--- config.mk ---
export PLATFORM = sky130hd
export DESIGN_NAME = fetch_unit
export DESIGN_NICKNAME = d
export VERILOG_FILES = /design/src/rtl/fetch_pkg.sv /design/src/rtl/fetch_fifo.sv /design/src/rtl/fetch_unit.sv
export SDC_FILE = /design/constraint.sdc
export NUM_CORES = 1
export LEC_CHECK = 0
export BUFFER_PORTS_ARGS = -buffer_cell sky130_fd_sc_hd__clkbuf_2
export CAP_MARGIN = 25
export CORE_UTILIZATION = 40
export CTS_BUF_LIST = sky130_fd_sc_hd__clkbuf_8
export CTS_CLUSTER_DIAMETER = 150
export DETAILED_ROUTE_END_ITERATION = 8
export HOLD_SLACK_MARGIN = 0.08
export PLACE_DENSITY = 0.57
export SKIP_CTS_REPAIR_TIMING = 1
export SLEW_MARGIN = 10
export SYNTH_ARGS = -nofsm -noshare
export SYNTH_HDL_FRONTEND = slang
export SYNTH_SLANG_ARGS = --single-unit
--- constraint.sdc ---
create_clock -name clk -period 11.4 [get_ports clk]
set_clock_uncertainty 0.2 [all_clocks]
set_input_delay 2.28 -clock clk [delete_from_list [all_inputs] [get_ports clk]]
set_output_delay 2.28 -clock clk [all_outputs]
set_load 0.01 [all_outputs]
--- src/rtl/fetch_pkg.sv ---
// +--------------------------------------------------------------------------+
// | fetch_pkg : shared types, constants and width helpers for the fetch stage |
// | Revision  : 1.0                                                           |
// +--------------------------------------------------------------------------+
`default_nettype none

package fetch_pkg;

  localparam int XLEN_DEFAULT = 32;

  typedef enum logic [0:0] {
    RUN   = 1'b0,
    DRAIN = 1'b1
  } fetch_state_e;

  localparam logic [31:0] NOP_INSTR = 32'h0000_0013;

  // Counter width able to hold the value 'depth' itself.
  function automatic int cnt_width(input int depth);
    return $clog2(depth) + 1;
  endfunction

endpackage

`default_nettype wire

--- src/rtl/fetch_fifo.sv ---
// +--------------------------------------------------------------------------+
// | fetch_fifo : synchronous FIFO with async reset, clear and occupancy count |
// | Revision   : 1.0                                                          |
// +--------------------------------------------------------------------------+
`default_nettype none

module fetch_fifo
  import fetch_pkg::*;
#(
  parameter int WIDTH = 32,
  parameter int DEPTH = 2
) (
  input  logic                        clk,
  input  logic                        reset,
  input  logic                        push,
  input  logic [WIDTH-1:0]            push_data,
  input  logic                        pop,
  input  logic                        clear,
  output logic [WIDTH-1:0]            pop_data,
  output logic                        full,
  output logic                        empty,
  output logic [cnt_width(DEPTH)-1:0] count
);

  localparam int AW = (DEPTH > 1) ? $clog2(DEPTH) : 1;
  localparam int CW = cnt_width(DEPTH);

  logic [WIDTH-1:0] r_mem [DEPTH];
  logic [AW-1:0]    r_wr_ptr;
  logic [AW-1:0]    r_rd_ptr;
  logic [CW-1:0]    r_count;
  logic             w_do_push;
  logic             w_do_pop;

  function automatic logic [AW-1:0] ptr_inc(input logic [AW-1:0] p);
    return (p == AW'(DEPTH - 1)) ? '0 : p + 1'b1;
  endfunction

  // A push into a full FIFO is allowed when the head leaves the same cycle.
  assign w_do_pop  = pop && (r_count != '0);
  assign w_do_push = push && ((r_count != CW'(DEPTH)) || w_do_pop);

  always_ff @(posedge clk or posedge reset) begin
    if (reset) begin
      for (int i = 0; i < DEPTH; i++) r_mem[i] <= '0;
      r_wr_ptr <= '0;
      r_rd_ptr <= '0;
      r_count  <= '0;
    end else if (clear) begin
      r_wr_ptr <= '0;
      r_rd_ptr <= '0;
      r_count  <= '0;
    end else begin
      if (w_do_push) begin
        r_mem[r_wr_ptr] <= push_data;
        r_wr_ptr        <= ptr_inc(r_wr_ptr);
      end
      if (w_do_pop) r_rd_ptr <= ptr_inc(r_rd_ptr);
      if (w_do_push && !w_do_pop)      r_count <= r_count + 1'b1;
      else if (!w_do_push && w_do_pop) r_count <= r_count - 1'b1;
    end
  end

  assign pop_data = r_mem[r_rd_ptr];
  assign full     = (r_count == CW'(DEPTH));
  assign empty    = (r_count == '0);
  assign count    = r_count;

endmodule

`default_nettype wire

--- src/rtl/fetch_unit.sv ---
// +--------------------------------------------------------------------------+
// | fetch_unit : credit-based instruction fetch with PC tagging and flush     |
// |              discard; FETCH_STATS_EN adds stall/flush counters.           |
// | Revision   : 1.0                                                          |
// +--------------------------------------------------------------------------+
`default_nettype none

module fetch_unit
  import fetch_pkg::*;
#(
  parameter int XLEN            = XLEN_DEFAULT,
  parameter int BUF_DEPTH       = 2,
  parameter int MAX_OUTSTANDING = 2
) (
  input  logic            clk,
  input  logic            reset,
  input  logic [XLEN-1:0] pc_in,
  output logic            pc_advance,
  input  logic            flush,
  output logic            imem_req_valid,
  input  logic            imem_req_ready,
  output logic [XLEN-1:0] imem_req_addr,
  input  logic            imem_rsp_valid,
  input  logic [XLEN-1:0] imem_rsp_data,
  output logic            instr_valid,
  input  logic            instr_ready,
  output logic [XLEN-1:0] instr_data,
  output logic [XLEN-1:0] instr_pc,
  output logic            fetch_misaligned
`ifdef FETCH_STATS_EN
  ,
  output logic [31:0]     stall_cycles,
  output logic [31:0]     flush_count
`endif
);

  localparam int OW = cnt_width(MAX_OUTSTANDING);
  localparam int BW = cnt_width(BUF_DEPTH);

  fetch_state_e    r_state, w_state_next;
  logic [OW-1:0]   w_outstanding, r_discard, w_discard_next;
  logic [BW-1:0]   w_buf_count;
  logic            r_misaligned, w_misaligned_next;
  logic            w_tag_full, w_tag_empty, w_buf_full, w_buf_empty;
  logic [XLEN-1:0] w_tag;
  logic [2*XLEN-1:0] w_head, r_last_head;
  logic            w_credit_ok, w_accept, w_rsp_fire, w_buf_push, w_buf_pop;

  // Reserve buffer space for every in-flight request so responses never stall.
  assign w_credit_ok = ((32'(w_outstanding) + 32'(w_buf_count)) < 32'(BUF_DEPTH)) && !w_tag_full;

  assign imem_req_valid = !reset && (r_state == RUN) && !flush && w_credit_ok &&
                          !r_misaligned && (pc_in[1:0] == 2'b00);
  assign imem_req_addr  = reset ? '0 : pc_in;
  assign w_accept       = imem_req_valid && imem_req_ready;
  assign pc_advance     = w_accept;

  assign w_rsp_fire = imem_rsp_valid && !w_tag_empty;
  assign w_buf_push = w_rsp_fire && (r_discard == '0) && !flush;
  assign w_buf_pop  = instr_valid && instr_ready && !flush;

  fetch_fifo #(.WIDTH(XLEN), .DEPTH(MAX_OUTSTANDING)) u_tag_q (
    .clk       (clk),
    .reset     (reset),
    .push      (w_accept),
    .push_data (pc_in),
    .pop       (w_rsp_fire),
    .clear     (1'b0),
    .pop_data  (w_tag),
    .full      (w_tag_full),
    .empty     (w_tag_empty),
    .count     (w_outstanding)
  );

  fetch_fifo #(.WIDTH(2*XLEN), .DEPTH(BUF_DEPTH)) u_instr_buf (
    .clk       (clk),
    .reset     (reset),
    .push      (w_buf_push),
    .push_data ({w_tag, imem_rsp_data}),
    .pop       (w_buf_pop),
    .clear     (flush),
    .pop_data  (w_head),
    .full      (w_buf_full),
    .empty     (w_buf_empty),
    .count     (w_buf_count)
  );

  always_comb begin
    w_state_next      = r_state;
    w_discard_next    = r_discard;
    w_misaligned_next = r_misaligned;
    if (flush) begin
      // A response arriving with the flush is already one of the discarded ones.
      w_discard_next    = w_outstanding - OW'(w_rsp_fire);
      w_misaligned_next = 1'b0;
      w_state_next      = (w_discard_next != '0) ? DRAIN : RUN;
    end else begin
      if (w_rsp_fire && (r_discard != '0)) begin
        w_discard_next = r_discard - 1'b1;
        if (r_discard == OW'(1)) w_state_next = RUN;
      end
      if ((r_state == RUN) && (pc_in[1:0] != 2'b00) && w_credit_ok)
        w_misaligned_next = 1'b1;
    end
  end

  always_ff @(posedge clk or posedge reset) begin
    if (reset) begin
      r_state      <= RUN;
      r_discard    <= '0;
      r_misaligned <= 1'b0;
      r_last_head  <= '0;
    end else begin
      r_state      <= w_state_next;
      r_discard    <= w_discard_next;
      r_misaligned <= w_misaligned_next;
      if (!w_buf_empty) r_last_head <= w_head;
    end
  end

  assign instr_valid             = !w_buf_empty;
  assign {instr_pc, instr_data}  = w_buf_empty ? r_last_head : w_head;
  assign fetch_misaligned        = r_misaligned;

`ifdef FETCH_STATS_EN
  logic w_stall;
  assign w_stall = ((r_state == RUN) && !imem_req_valid) || (imem_req_valid && !imem_req_ready);

  always_ff @(posedge clk or posedge reset) begin
    if (reset) begin
      stall_cycles <= '0;
      flush_count  <= '0;
    end else begin
      if (w_stall && (stall_cycles != '1)) stall_cycles <= stall_cycles + 1'b1;
      if (flush && (flush_count != '1))    flush_count  <= flush_count + 1'b1;
    end
  end
`endif

  a_rsp_without_req : assert property (@(posedge clk) disable iff (reset)
    !(imem_rsp_valid && w_tag_empty))
    else $warning("fetch_unit: imem response with no outstanding request ignored");

  a_buf_overflow : assert property (@(posedge clk) disable iff (reset)
    !(w_buf_push && w_buf_full && !w_buf_pop))
    else $error("fetch_unit: instruction buffer overflow");

endmodule

`default_nettype wire

## After elaboration in Yosys (flattened, before gate mapping)

Index checks and enable logic that the tools add are counted.

| operators by class | value |
|---|---|
| $add $sub $neg | 11 |
| magnitude comparators | 7 |
| eq/ne operators | 4 |
| multiplexer cells | 35 |
| bitwise operators | 6 |
| reductions and logical operators | 55 |

Operators by type and width:

| operator | count |
|---|---|
| $mux 64 | 5 |
| $mux 32 | 5 |
| $bwmux 128 | 1 |
| $bwmux 64 | 1 |
| $demux 64 s1 | 1 |
| $demux 32 s1 | 1 |
| $logic_and 1x1->1 | 25 |
| $reduce_bool 2->1 | 11 |
| $mux 1 | 14 |
| $mux 2 | 7 |
| $logic_not 1->1 | 10 |
| $ge 2x2->1 const B | 4 |
| $logic_not 2->1 | 4 |
| $not 1->2 | 4 |
| $sub 2x1->2 const B | 3 |
| $add 1x1->1 const B | 4 |
| $add 2x1->2 const B | 2 |
| $lt 2x1->1 const B | 2 |
| $ne 2x2->1 const B | 2 |
| $reduce_and 2->1 | 2 |
| $add 2x2->3 | 1 |
| $lt 3x2->1 const B | 1 |
| $reduce_bool 3->1 | 1 |
| $eq 2x1->1 const B | 1 |
| other kinds (4) | 6 |

| storage, ports and cells | value |
|---|---|
| flip-flop bits (word level) | 268 |
| input bits | 70 |
| output and inout port bits | 100 |
| logic and storage cells | 132 |

## Logic depth before layout (Yosys ltp)

Gate-level depths: netlist of the first run.

| depth | value |
|---|---|
| depth after elaboration | 12 |
| depth in mapped cells | 10 |
| gate-level depth less buffers | 9 |

## Hierarchy

Synthesis of the first run repeated with hierarchy kept, for this count alone.

| unflattened totals | value |
|---|---|
| cells, all modules | 773 |
| area total of the unflattened synthesis | 11977.7 um^2 |

By module, submodules not included:

| module | instances | cells each | area an instance (um^2) | sequential area each (um^2) |
|---|---|---|---|---|
| fetch_fifo at u_instr_buf | 1 | 366 | 5918.2 | 3303.2 |
| fetch_fifo at u_tag_q | 1 | 199 | 3134.3 | 1701.6 |
| fetch_unit | 1 | 208 | 2925.3 | 1701.6 |

## Worst setup path before layout of the first run

Ideal clock, no wire load.

| timing path | value |
|---|---|
| path type | input to output |
| from | input flush |
| to | output pc_advance |
| arrival time | 2985 ps |
| required time | 8920 ps |
| slack | 5935 ps |
| cell stages on the path | 3 |
| path buffers | 0 |
| cell sequence | nor3_1 -> and4_1 -> and2_1 |

| on the way | value |
|---|---|
| word-level cells in the longest chain between the ends | 6 |

RTL lines:

| what | RTL line | RTL |
|---|---|---|
| start, declared | fetch_unit.sv:19 | `input logic flush,` |
| $logic_not 1->1 | fetch_unit.sv:52 | `assign imem_req_valid = !reset && (r_state == RUN) && !flush && w_credit_ok &&` |
| $logic_and 1x1->1 (3 in a row) | fetch_unit.sv:52 |  |
| $logic_and 1x1->1 | fetch_unit.sv:53 | `!r_misaligned && (pc_in[1:0] == 2'b00);` |
| named net imem_req_valid | fetch_unit.sv:20 | `output logic imem_req_valid,` |
| $logic_and 1x1->1 | fetch_unit.sv:55 | `assign w_accept = imem_req_valid && imem_req_ready;` |
| end, declared | fetch_unit.sv:18 | `output logic pc_advance,` |

The timed path passes the listed nets, and every way through them passes these cells.

## Worst setup path in the final report of the first run

| timing path | value |
|---|---|
| from | input reset |
| to | output pc_advance |

| on the way | value |
|---|---|
| word-level cells in the longest chain between the ends | 7 |

RTL lines:

| what | RTL line | RTL |
|---|---|---|
| start, declared | fetch_unit.sv:16 | `input logic reset,` |
| $logic_not 1->1 (no source line) | n/a |  |
| $logic_and 1x1->1 (4 in a row) | fetch_unit.sv:52 |  |
| $logic_and 1x1->1 | fetch_unit.sv:53 |  |
| $logic_and 1x1->1 | fetch_unit.sv:55 |  |

Every way passes these cells.

==> flow_summary.toml, run 1 <==
[critical_path]
crit_path_max_incr_delay_ps = 450
cp-start-kind = "primary input"
critPathMostFrequentCell = "sky130_fd_sc_hd__clkbuf_2"
critical_path_source = "reset"
worst_r2r_startpoint = "u_tag_q.count[0]"
critical_path.endpoint_type = "primary output"
worst-endpoint-arrival_ps = 3700
required_ps = 8920
worst_path_max_delay_cell = "sky130_fd_sc_hd__clkbuf_2"
timing.critical_path.fanout_max = 34
critPathKind = "in -> out"
timing.critical_path.cells = "clkbuf_2 -> nor3_1 -> and4_1 -> and2_1 -> clkbuf_2"

[drt]
drc = 0
drt_first_pass_iters = 4
avgViaCountPerCell = 4.82
drt-wirelength-per-cell_um = 15.5
initialDrtViolationCount = 301
drtAntennaViolNets = 0
drt_wl_total_um = 22900
via_count = 7122

[logic_synthesis]
synth-edff-count = 0
yosys_warnings = 0
seq_area_frac_synth = 0.601
synth_ff_type = "sky130_fd_sc_hd__dfrtp_1"
synth_area_mm2 = 0.0112
synth_fp_nets = 980
avgSynthCellArea_um2 = 12.3
synth.largest_area_cell = "sky130_fd_sc_hd__dfrtp_1"
seq_cells_post_synth = 268
ys_top_cells_by_area = "sky130_fd_sc_hd__dfrtp_1, sky130_fd_sc_hd__mux2_2, sky130_fd_sc_hd__mux2i_1"
yosys.area.top_type_share = 0.601
asyncSetResetFlopFracSynth = 1.00
synth_cells = 905
synth_cell_types = 36

[clock_network]
clock_insertion_delay_worst_skew_ps = 540
cts-buffers-inserted = 46
cts_max_path_buffers = 3
clock_tree_from_tritoncts = "done"
cts.reportedPaths.clkPinSlew_ps = 60
clkSinkCount = 268
cts-root-buf = "sky130_fd_sc_hd__clkbuf_8"
htree_depth = 2

[die]
floorplan.die_area_mm2 = 0.0286
die_h_um = 169
die_x_um = 169
core_area_mm2 = 0.0272
row_count = 60
starting_density_of_the_core = 0.410
top_level_ports = 170

[sta]
final_critical_path_share_of_the_clock_period = 0.542
count_of_endpoints_failing_hold_in_the_final_timing_report = 0
timing.hold.ws_ps = 282
max_freq_ghz = 0.162
slew_viol_final = 0
final_period_minus_worst_setup_slack_ps = 6180
setup_viol_count_final = 0
rsz0062_at_grt = "no"
transition_at_the_pin_with_the_smallest_max_transition_slack_ps = 931
timing.max_slew.rel_slack = 0.379
totalNegativeSetupSlack_ps = 0

[global_routing]
grt_antenna_before_repair = 0
first_pass_grt_wire_length_um = 37700
grt_max_degree = 110
grt_use_total = 0.164
grt_pass1_vias = 7188
global_route.overflow_total = 0

[power_and_ir_drop]
power.leakage_uw = 0.00634
powerDensity_mw_per_mm2 = 249
irDropWorstVdd_uv = 117

[run_status]
run_status = "completed"

[cells_and_area]
post_route_cells_drive_above_1_share = 0.311
antenna-diode-count = 0
nFillCells = 2534
utilization = 0.488
layout.cells.most_common = "sky130_fd_sc_hd__dfrtp_1"
final_cell_mix = "sky130_fd_sc_hd__dfrtp_1, sky130_fd_sc_hd__clkbuf_2, sky130_fd_sc_hd__nor2_1"
final_net_count = 1150
area_growth_syn_to_layout_pct = 18.9

[flow_run]
cap_violations = 0

[worst_hold_path]
hold_class = "reg -> reg"
hp-start = "u_instr_buf.r_mem[40]"

[placement]
detailedPlacementHpwl_um = 13700
port-buffer-count = 169
global_placement_routability_congestion = 0.733
layout make-up:
type	count	area, um^2	share of cell area
Clock inverter	19	103	0.00774
Multi-Input combinational cell	570	4150	0.313
Inverter	9	41.3	0.00311
Clock buffer	60	826	0.0623
Tap cell	372	465	0.0351
Sequential cell	268	6710	0.506
Timing Repair Buffer	180	968	0.0730
flip-flops by register name, summed over array words and instances, names as in the netlist:
signal,count
fetch_misaligned,1
r_discard,2
r_last_head,64
r_state,1
u_instr_buf.count,2
u_instr_buf.r_mem,128
u_instr_buf.r_rd_ptr,1
u_instr_buf.r_wr_ptr,1
u_tag_q.count,2
u_tag_q.r_mem,64
u_tag_q.r_rd_ptr,1
u_tag_q.r_wr_ptr,1
synthesized netlist by cell type (2+ instances only):
cell type and n:
sky130_fd_sc_hd__nand2b_1 2, sky130_fd_sc_hd__mux2_1 33, sky130_fd_sc_hd__o21ai_0 14, sky130_fd_sc_hd__buf_4 6, sky130_fd_sc_hd__buf_2 18, sky130_fd_sc_hd__buf_1 8
sky130_fd_sc_hd__nor2_1 105, sky130_fd_sc_hd__and2_1 5, sky130_fd_sc_hd__inv_1 9, sky130_fd_sc_hd__mux2_2 92, sky130_fd_sc_hd__clkbuf_1 25, sky130_fd_sc_hd__mux2i_1 97
sky130_fd_sc_hd__o21ai_1 20, sky130_fd_sc_hd__xor2_1 5, sky130_fd_sc_hd__nor2b_1 35, sky130_fd_sc_hd__ha_1 4, sky130_fd_sc_hd__nor3_1 3, sky130_fd_sc_hd__dfrtp_1 268
sky130_fd_sc_hd__nand2_1 35, sky130_fd_sc_hd__a21oi_1 100, sky130_fd_sc_hd__xnor2_1 5, sky130_fd_sc_hd__and3_1 2
metrics by stage:
step,power (uW),cells,cell area [um^2],setup WS (ps)
floorplan,2130,905,11200,1350
global placement,2460,1397,12300,5220
detailed placement,2480,1398,12300,5180
CTS,3370,1477,13200,5180
global route,3550,1478,13300,5000
finish,3310,1478,13300,5220
metal layers:
layer,up-vias,part of all wire,track usage
met5,-,0,0
met4,0,0.020,0.0517
met3,43,0.046,0.0339
met2,157,0.45,0.262
met1,3459,0.48,0.225
li1,3463,-,-
worst max-delay path: cells and delay by family:
family | cells | cell delay, ps
buf+inv | 2 | 590
simple gates | 3 | 830
final timing paths:
path	end	slack, ps	cells past startpoint
max	pc_advance	5220	5
min	u_instr_buf.r_mem[40]	280	2
max reg2reg	u_tag_q.r_mem[35]	8070	6
min reg2reg	u_instr_buf.r_mem[40]	280	2
max in group asynchronous	r_last_head[35]	7530	4
min in group asynchronous	u_tag_q.r_wr_ptr	2240	2
report_power, final:
group,total [uW],switching (uW),leakage (uW),internal [uW]
Sequential,1450,161,0.00340,1280
Combinational,1000,555,0.00240,448
Clock,858,368,0.000535,489
logic make-up (layout without fill, tap and decap cells):
group / after synthesis / count (layout) / synth area share
flops: 268 / 268 / 0.601
mux: 222 / 222 / 0.213
simple gates: 193 / 193 / 0.0769
compound gates: 140 / 140 / 0.0671
buf+inv: 67 / 268 / 0.0273
xor+xnor: 10 / 10 / 0.00785
fa+ha+maj: 5 / 5 / 0.00628
Power figures use the tool's default switching activity.
==> run 2, diff against run 1 <==
ABC_AREA = 1   (was default)
PLACE_DENSITY = 0.56   (was 0.57)
clock period = 6.21 ns   (was 11.4 ns; I/O delays follow)
==> run 2 against run 1 <==
Effect of this change:
- combinational power rose by 150%
- hold slack got worse by 19 ps
- routed wire length rose by 20%
==> flow_summary.toml, run 2 <==
[sta]
transition_at_the_pin_with_the_smallest_max_transition_slack_ps = 877
final_critical_path_share_of_the_clock_period = 0.726
slew_viol_final = 0
max_freq_ghz = 0.222
setup_viol_count_final = 0
timing.max_slew.rel_slack = 0.414
final_period_minus_worst_setup_slack_ps = 4510
count_of_endpoints_failing_hold_in_the_final_timing_report = 0
totalNegativeSetupSlack_ps = 0
rsz0062_at_grt = "no"

[logic_synthesis]
yosys_warnings = 0
ys_top_cells_by_area = "sky130_fd_sc_hd__dfrtp_1, sky130_fd_sc_hd__nand2_1, sky130_fd_sc_hd__o21ai_0"
asyncSetResetFlopFracSynth = 1.00
avgSynthCellArea_um2 = 8.59
synth_area_mm2 = 0.0117
seq_cells_post_synth = 268
synth.largest_area_cell = "sky130_fd_sc_hd__dfrtp_1"
seq_area_frac_synth = 0.572
yosys.area.top_type_share = 0.572
post_synth_xor_area_fraction = 0.00224
synth_ff_type = "sky130_fd_sc_hd__dfrtp_1"
netlist_top_cells_count = "sky130_fd_sc_hd__nand2_1, sky130_fd_sc_hd__dfrtp_1, sky130_fd_sc_hd__o21ai_0"
synth_cells = 1365
synth_cell_types = 32
largest_family_of_logic_cells_by_synthesized_area = "simple AND/OR/NAND/NOR gates"
synthAdderAreaFrac = 0.00598
synth-edff-count = 0
synth.most_common_cell = "sky130_fd_sc_hd__nand2_1"
post_synth_and_or_nand_nor_area_fraction = 0.220
synth_fp_nets = 1440
synth_compound_gate_area_share = 0.126
synthMuxAreaShare = 0

[drt]
drt_wl_total_um = 27400
initialDrtViolationCount = 432
drc = 0
met3_wirelength_um = 1260
via_count = 9101
m1_wire_length_um = 13100
drt-wirelength-per-cell_um = 14.2
avgViaCountPerCell = 4.71
drt_first_pass_iters = 5
highest_layer = "met4"
detailroute.wirelength.met2_um = 12400
drtAntennaViolNets = 0

[die]
die_h_um = 173
floorplan.die_area_mm2 = 0.0300
core_area_mm2 = 0.0288
starting_density_of_the_core = 0.407
row_count = 62
top_level_ports = 170
die_x_um = 173

[cells_and_area]
area_growth_syn_to_layout_pct = 17.2
nFillCells = 2851
final-seq-area_mm2 = 0.00671
largest-register = "u_instr_buf.r_mem"
utilization = 0.477
final_cells = 1933
final_cell_mix = "sky130_fd_sc_hd__nand2_1, sky130_fd_sc_hd__dfrtp_1, sky130_fd_sc_hd__clkbuf_2"
largest_reg_flops = 128
final_net_count = 1592
post_route_cells_drive_above_1_share = 0.228
multi_input_area_mm2 = 0.00415
largestRegisters = "u_instr_buf.r_mem (128), r_last_head (64), u_tag_q.r_mem (64)"
layout.cells.most_common = "sky130_fd_sc_hd__nand2_1"
finish.instance_area_mm2 = 0.0137

[placement]
global_placement_routability_congestion = 0.728
dpl_cell_area_mm2 = 0.0127
dp.cells = 1849
detailedPlacementHpwl_um = 16700
port-buffer-count = 169

[critical_path]
timing.critical_path.fanout_max = 75
worst_path_max_delay_cell = "sky130_fd_sc_hd__buf_4"
required_ps = 4770
worst-endpoint-arrival_ps = 3060
timing.critical_path.cells = "inv_2 -> nand2_4 -> buf_4 -> nor2_1 -> a31oi_1 -> clkbuf_2"
critical_path.endpoint_type = "primary output"
crit_path_max_incr_delay_ps = 640
critPathKind = "reg -> out"
cp-start-kind = "register"

[clock_network]
cts-buffers-inserted = 47
cts-root-buf = "sky130_fd_sc_hd__clkbuf_8"
cts.reportedPaths.clkPinSlew_ps = 60
clkSinkCount = 268
clock_insertion_delay_worst_skew_ps = 560
htree_depth = 2
clock_tree_from_tritoncts = "done"
cts_max_path_buffers = 3

[global_routing]
global_route.overflow_total = 0
grt_pass1_vias = 8853
grt_antenna_before_repair = 1
grt_use_total = 0.189
grt_max_degree = 79
first_pass_grt_wire_length_um = 45800

[worst_hold_path]
hold_class = "reg -> reg"

[power_and_ir_drop]
powerDensity_mw_per_mm2 = 488
total_power_uw = 6700
irDropWorstVdd_uv = 221
power.leakage_uw = 0.00704

[flow_run]
cap_violations = 0

[run_status]
run_status = "completed"
## run 2: routing by layer
layer,GRT usage,vias up
li1,-,4622
met1,0.257,4225
met2,0.306,199
met3,0.0347,55
met4,0.0583,0
met5,0,-
## run 2: worst paths after layout
check	start	to	slack (ps)	depth (start not counted)
worst min register to register	u_tag_q.r_mem[0]	u_tag_q.r_mem[0]	260	2
min in group asynchronous	reset	u_instr_buf.r_mem[120]	940	4
worst max register to register	u_instr_buf.count[1]	u_instr_buf.r_mem[91]	2320	8
worst min-delay path	u_tag_q.r_mem[0]	u_tag_q.r_mem[0]	260	2
worst max-delay path	u_instr_buf.count[1]	instr_pc[17]	1700	6
max in group asynchronous	reset	u_instr_buf.r_mem[22]	3370	7
## run 2: area by class of cell
cell class	count	area share
clock inverter	23	0.00902
inverter	116	0.0320
clock buffer	57	0.0571
tap	384	0.0350
timing repair buffer	188	0.0758
sequential	268	0.489
antenna	1	0.000182
multi-input combinational	896	0.302
## run 2: metrics by stage
stage | hold WS [ps] | setup WS [ps]
after detailed placement | 252 | 1840
after CTS | 268 | 1640
after global placement | 248 | 1820
final | 263 | 1700
after floorplan | 236 | -1440
after global routing | 274 | 1450
## run 2: cells by family (layout without fill, tap and decap cells)
kind of cell | Yosys count | count (layout)
compound gates | 266 | 266
fa+ha+maj | 5 | 5
xor+xnor | 3 | 3
buf+inv | 201 | 384
simple gates | 622 | 622
flops | 268 | 268
other cells | 0 | 1
## run 2: power by group
part / internal (uW) / switching (uW)
Combinational: 899 / 1600
Clock: 865 / 702
Sequential: 2380 / 257
## run 2: critical path: cells and delay by family (launching register included)
| kind | cells | cell delay, ps |
|---|---|---|
| buf+inv | 3 | 950 |
| simple gates | 2 | 680 |
| flops | 1 | 490 |
| compound gates | 1 | 320 |
==> run 3, diff against run 2 <==
clock period = 4.27 ns   (was 6.21 ns; I/O delays follow)
==> run 3 against run 2 <==
Effect of this change:
- total power grew 47%
- non-clock buffer count is the same
- core utilization grew 0.074 points
- first-iteration DRC count grew 37%
- clock power grew 47%
- routed wire length grew 2.9%
- flip-flop and latch count is the same
- register-to-register slack lost 970 ps
- via count grew 0.25%
==> flow_summary.toml, run 3 (synthesized netlist as in run 2, its figures left out) <==
[cells_and_area]
final_net_count = 1593
largest-register = "u_instr_buf.r_mem"
final_cell_mix = "sky130_fd_sc_hd__nand2_1, sky130_fd_sc_hd__dfrtp_1, sky130_fd_sc_hd__clkbuf_2"
largest_reg_flops = 128
nFillCells = 2887
antenna-diode-count = 0
post_route_cells_drive_above_1_share = 0.228
final-seq-area_mm2 = 0.00671
largestRegisters = "u_instr_buf.r_mem (128), r_last_head (64), u_tag_q.r_mem (64)"
multi_input_area_mm2 = 0.00415
area_growth_syn_to_layout_pct = 17.4
layout.cells.most_common = "sky130_fd_sc_hd__nand2_1"

[global_routing]
global_route.overflow_total = 0
grt_antenna_before_repair = 0
grt_max_degree = 187
first_pass_grt_wire_length_um = 46800
grt_pass1_vias = 8885
grt_use_total = 0.193

[critical_path]
critical_path.endpoint_type = "primary output"
required_ps = 3220
crit_path_max_incr_delay_ps = 470
timing.critical_path.fanout_max = 47
cp-start-kind = "register"
reg2regPathDepth = 9
timing.critical_path.cells = "inv_2 -> nand2_4 -> buf_4 -> nor2_1 -> a31oi_1 -> clkbuf_2"
worst_r2r_startpoint = "u_instr_buf.count[1]"
critical_path_source = "u_instr_buf.count[1]"
reg2reg_setup_slack_ps = 1350
critPathKind = "reg -> out"
capture_point_of_the_worst_reg_to_reg_path = "u_instr_buf.r_mem[23]"
worst-endpoint-arrival_ps = 2470
cp_num_buf_inv = 3
path_delay_family = "buffers and inverters"
worst_path_max_delay_cell = "sky130_fd_sc_hd__dfrtp_1"

[drt]
drtAntennaViolNets = 0
drt-wirelength-per-cell_um = 14.6
via_count = 9124
drt_first_pass_iters = 5
avgViaCountPerCell = 4.71
initialDrtViolationCount = 593
drc = 0
drt_wl_total_um = 28200

[sta]
setup_ws_ps = 743
final_critical_path_share_of_the_clock_period = 0.826
timing.max_slew.rel_slack = 0.280
count_of_endpoints_failing_hold_in_the_final_timing_report = 0
setup_viol_count_final = 0
totalNegativeSetupSlack_ps = 0
timing.hold.ws_ps = 212
rsz0062_at_grt = "no"
final_period_minus_worst_setup_slack_ps = 3530
max_freq_ghz = 0.284
transition_at_the_pin_with_the_smallest_max_transition_slack_ps = 1080
slew_viol_final = 0

[placement]
global_placement_routability_congestion = 0.755
preCtsSetupSlack_ps = 1210
detailedPlacementHpwl_um = 16800
port-buffer-count = 169

[power_and_ir_drop]
sequentialPowerShare = 0.389
power.leakage_uw = 0.00706
powerDensity_mw_per_mm2 = 714
netSwitchingFraction = 0.380
netSwitchingPower_uw = 3730
irDropWorstVdd_uv = 366
p_int_uw = 6100
clock_network_fraction_of_total_power = 0.235
combinational_power_share = 0.376
total_power_uw = 9830

[worst_hold_path]
hold_class = "in -> async"

[die]
starting_density_of_the_core = 0.407
floorplan.die_area_mm2 = 0.0300
core_area_mm2 = 0.0288
top_level_ports = 170
die_x_um = 173
row_count = 62
die_h_um = 173

[run_status]
run_status = "completed"

[clock_network]
clock_tree_from_tritoncts = "done"
cts.reportedPaths.clkPinSlew_ps = 60
clkSinkCount = 268
cts-root-buf = "sky130_fd_sc_hd__clkbuf_8"
clock_insertion_delay_worst_skew_ps = 540
cts_max_path_buffers = 3
cts-buffers-inserted = 48
htree_depth = 2

[flow_run]
cap_violations = 0
## run 3: cell types whose count changed in the layout (fill, tap and decap cells not counted)
| cell | before | now |
|---|---|---|
| sky130_fd_sc_hd__clkinvlp_4 | 2 | 1 |
| sky130_fd_sc_hd__buf_16 | 2 | 1 |
| sky130_fd_sc_hd__diode_2 | 1 | 0 |
| sky130_fd_sc_hd__buf_4 | 16 | 15 |
| sky130_fd_sc_hd__buf_12 | 1 | 3 |
| sky130_fd_sc_hd__inv_6 | 1 | 0 |
| sky130_fd_sc_hd__clkinv_2 | 2 | 4 |
| sky130_fd_sc_hd__clkbuf_8 | 57 | 58 |
| sky130_fd_sc_hd__inv_1 | 129 | 132 |
## run 3: through the flow
step                utilization  cells  area (um^2)
floorplan                     -   1365        11700
global route              0.478   1936        13800
CTS                       0.477   1935        13700
global placement          0.445   1851        12800
finish                    0.478   1936        13800
detailed placement        0.445   1851        12800
## run 3: layout make-up
type,count,area share
inverter,116,0.0319
sequential,268,0.488
tap,384,0.0349
clock buffer,58,0.0580
multi-input combinational,896,0.302
clock inverter,26,0.00937
timing repair buffer,188,0.0760
## run 3: metal layers
| layer | wire, um | GRT usage | up-vias | share of wire |
|---|---|---|---|---|
| met4 | 526 | 0.0513 | 0 | 0.019 |
| li1 | - | - | 4606 | - |
| met3 | 1300 | 0.0336 | 44 | 0.046 |
| met1 | 13700 | 0.273 | 4255 | 0.48 |
| met5 | 0 | 0 | - | 0 |
| met2 | 12700 | 0.307 | 219 | 0.45 |
## run 3: worst max-delay path by stage
stage | end | slack [ps] | depth (start not counted)
floorplan | pc_advance | -2580 | 6
global placement | instr_data[29] | 1260 | 4
detailed placement | instr_data[24] | 1210 | 4
CTS | instr_data[24] | 600 | 4
global route | instr_pc[28] | 470 | 6
finish | instr_pc[28] | 740 | 6
## run 3: worst min-delay path: cells and delay by family
kind                   cells  cell delay [ps]
buffers and inverters      3              490
## run 3: power groups by stage
stage	clock (uW)	combinational (uW)	sequential, uW
final	2310	3700	3820
after global routing	2500	4170	3930
after CTS	2390	3690	3890
after detailed placement	0	3680	3930
after global placement	0	3630	3900
after floorplan	0	2520	3760
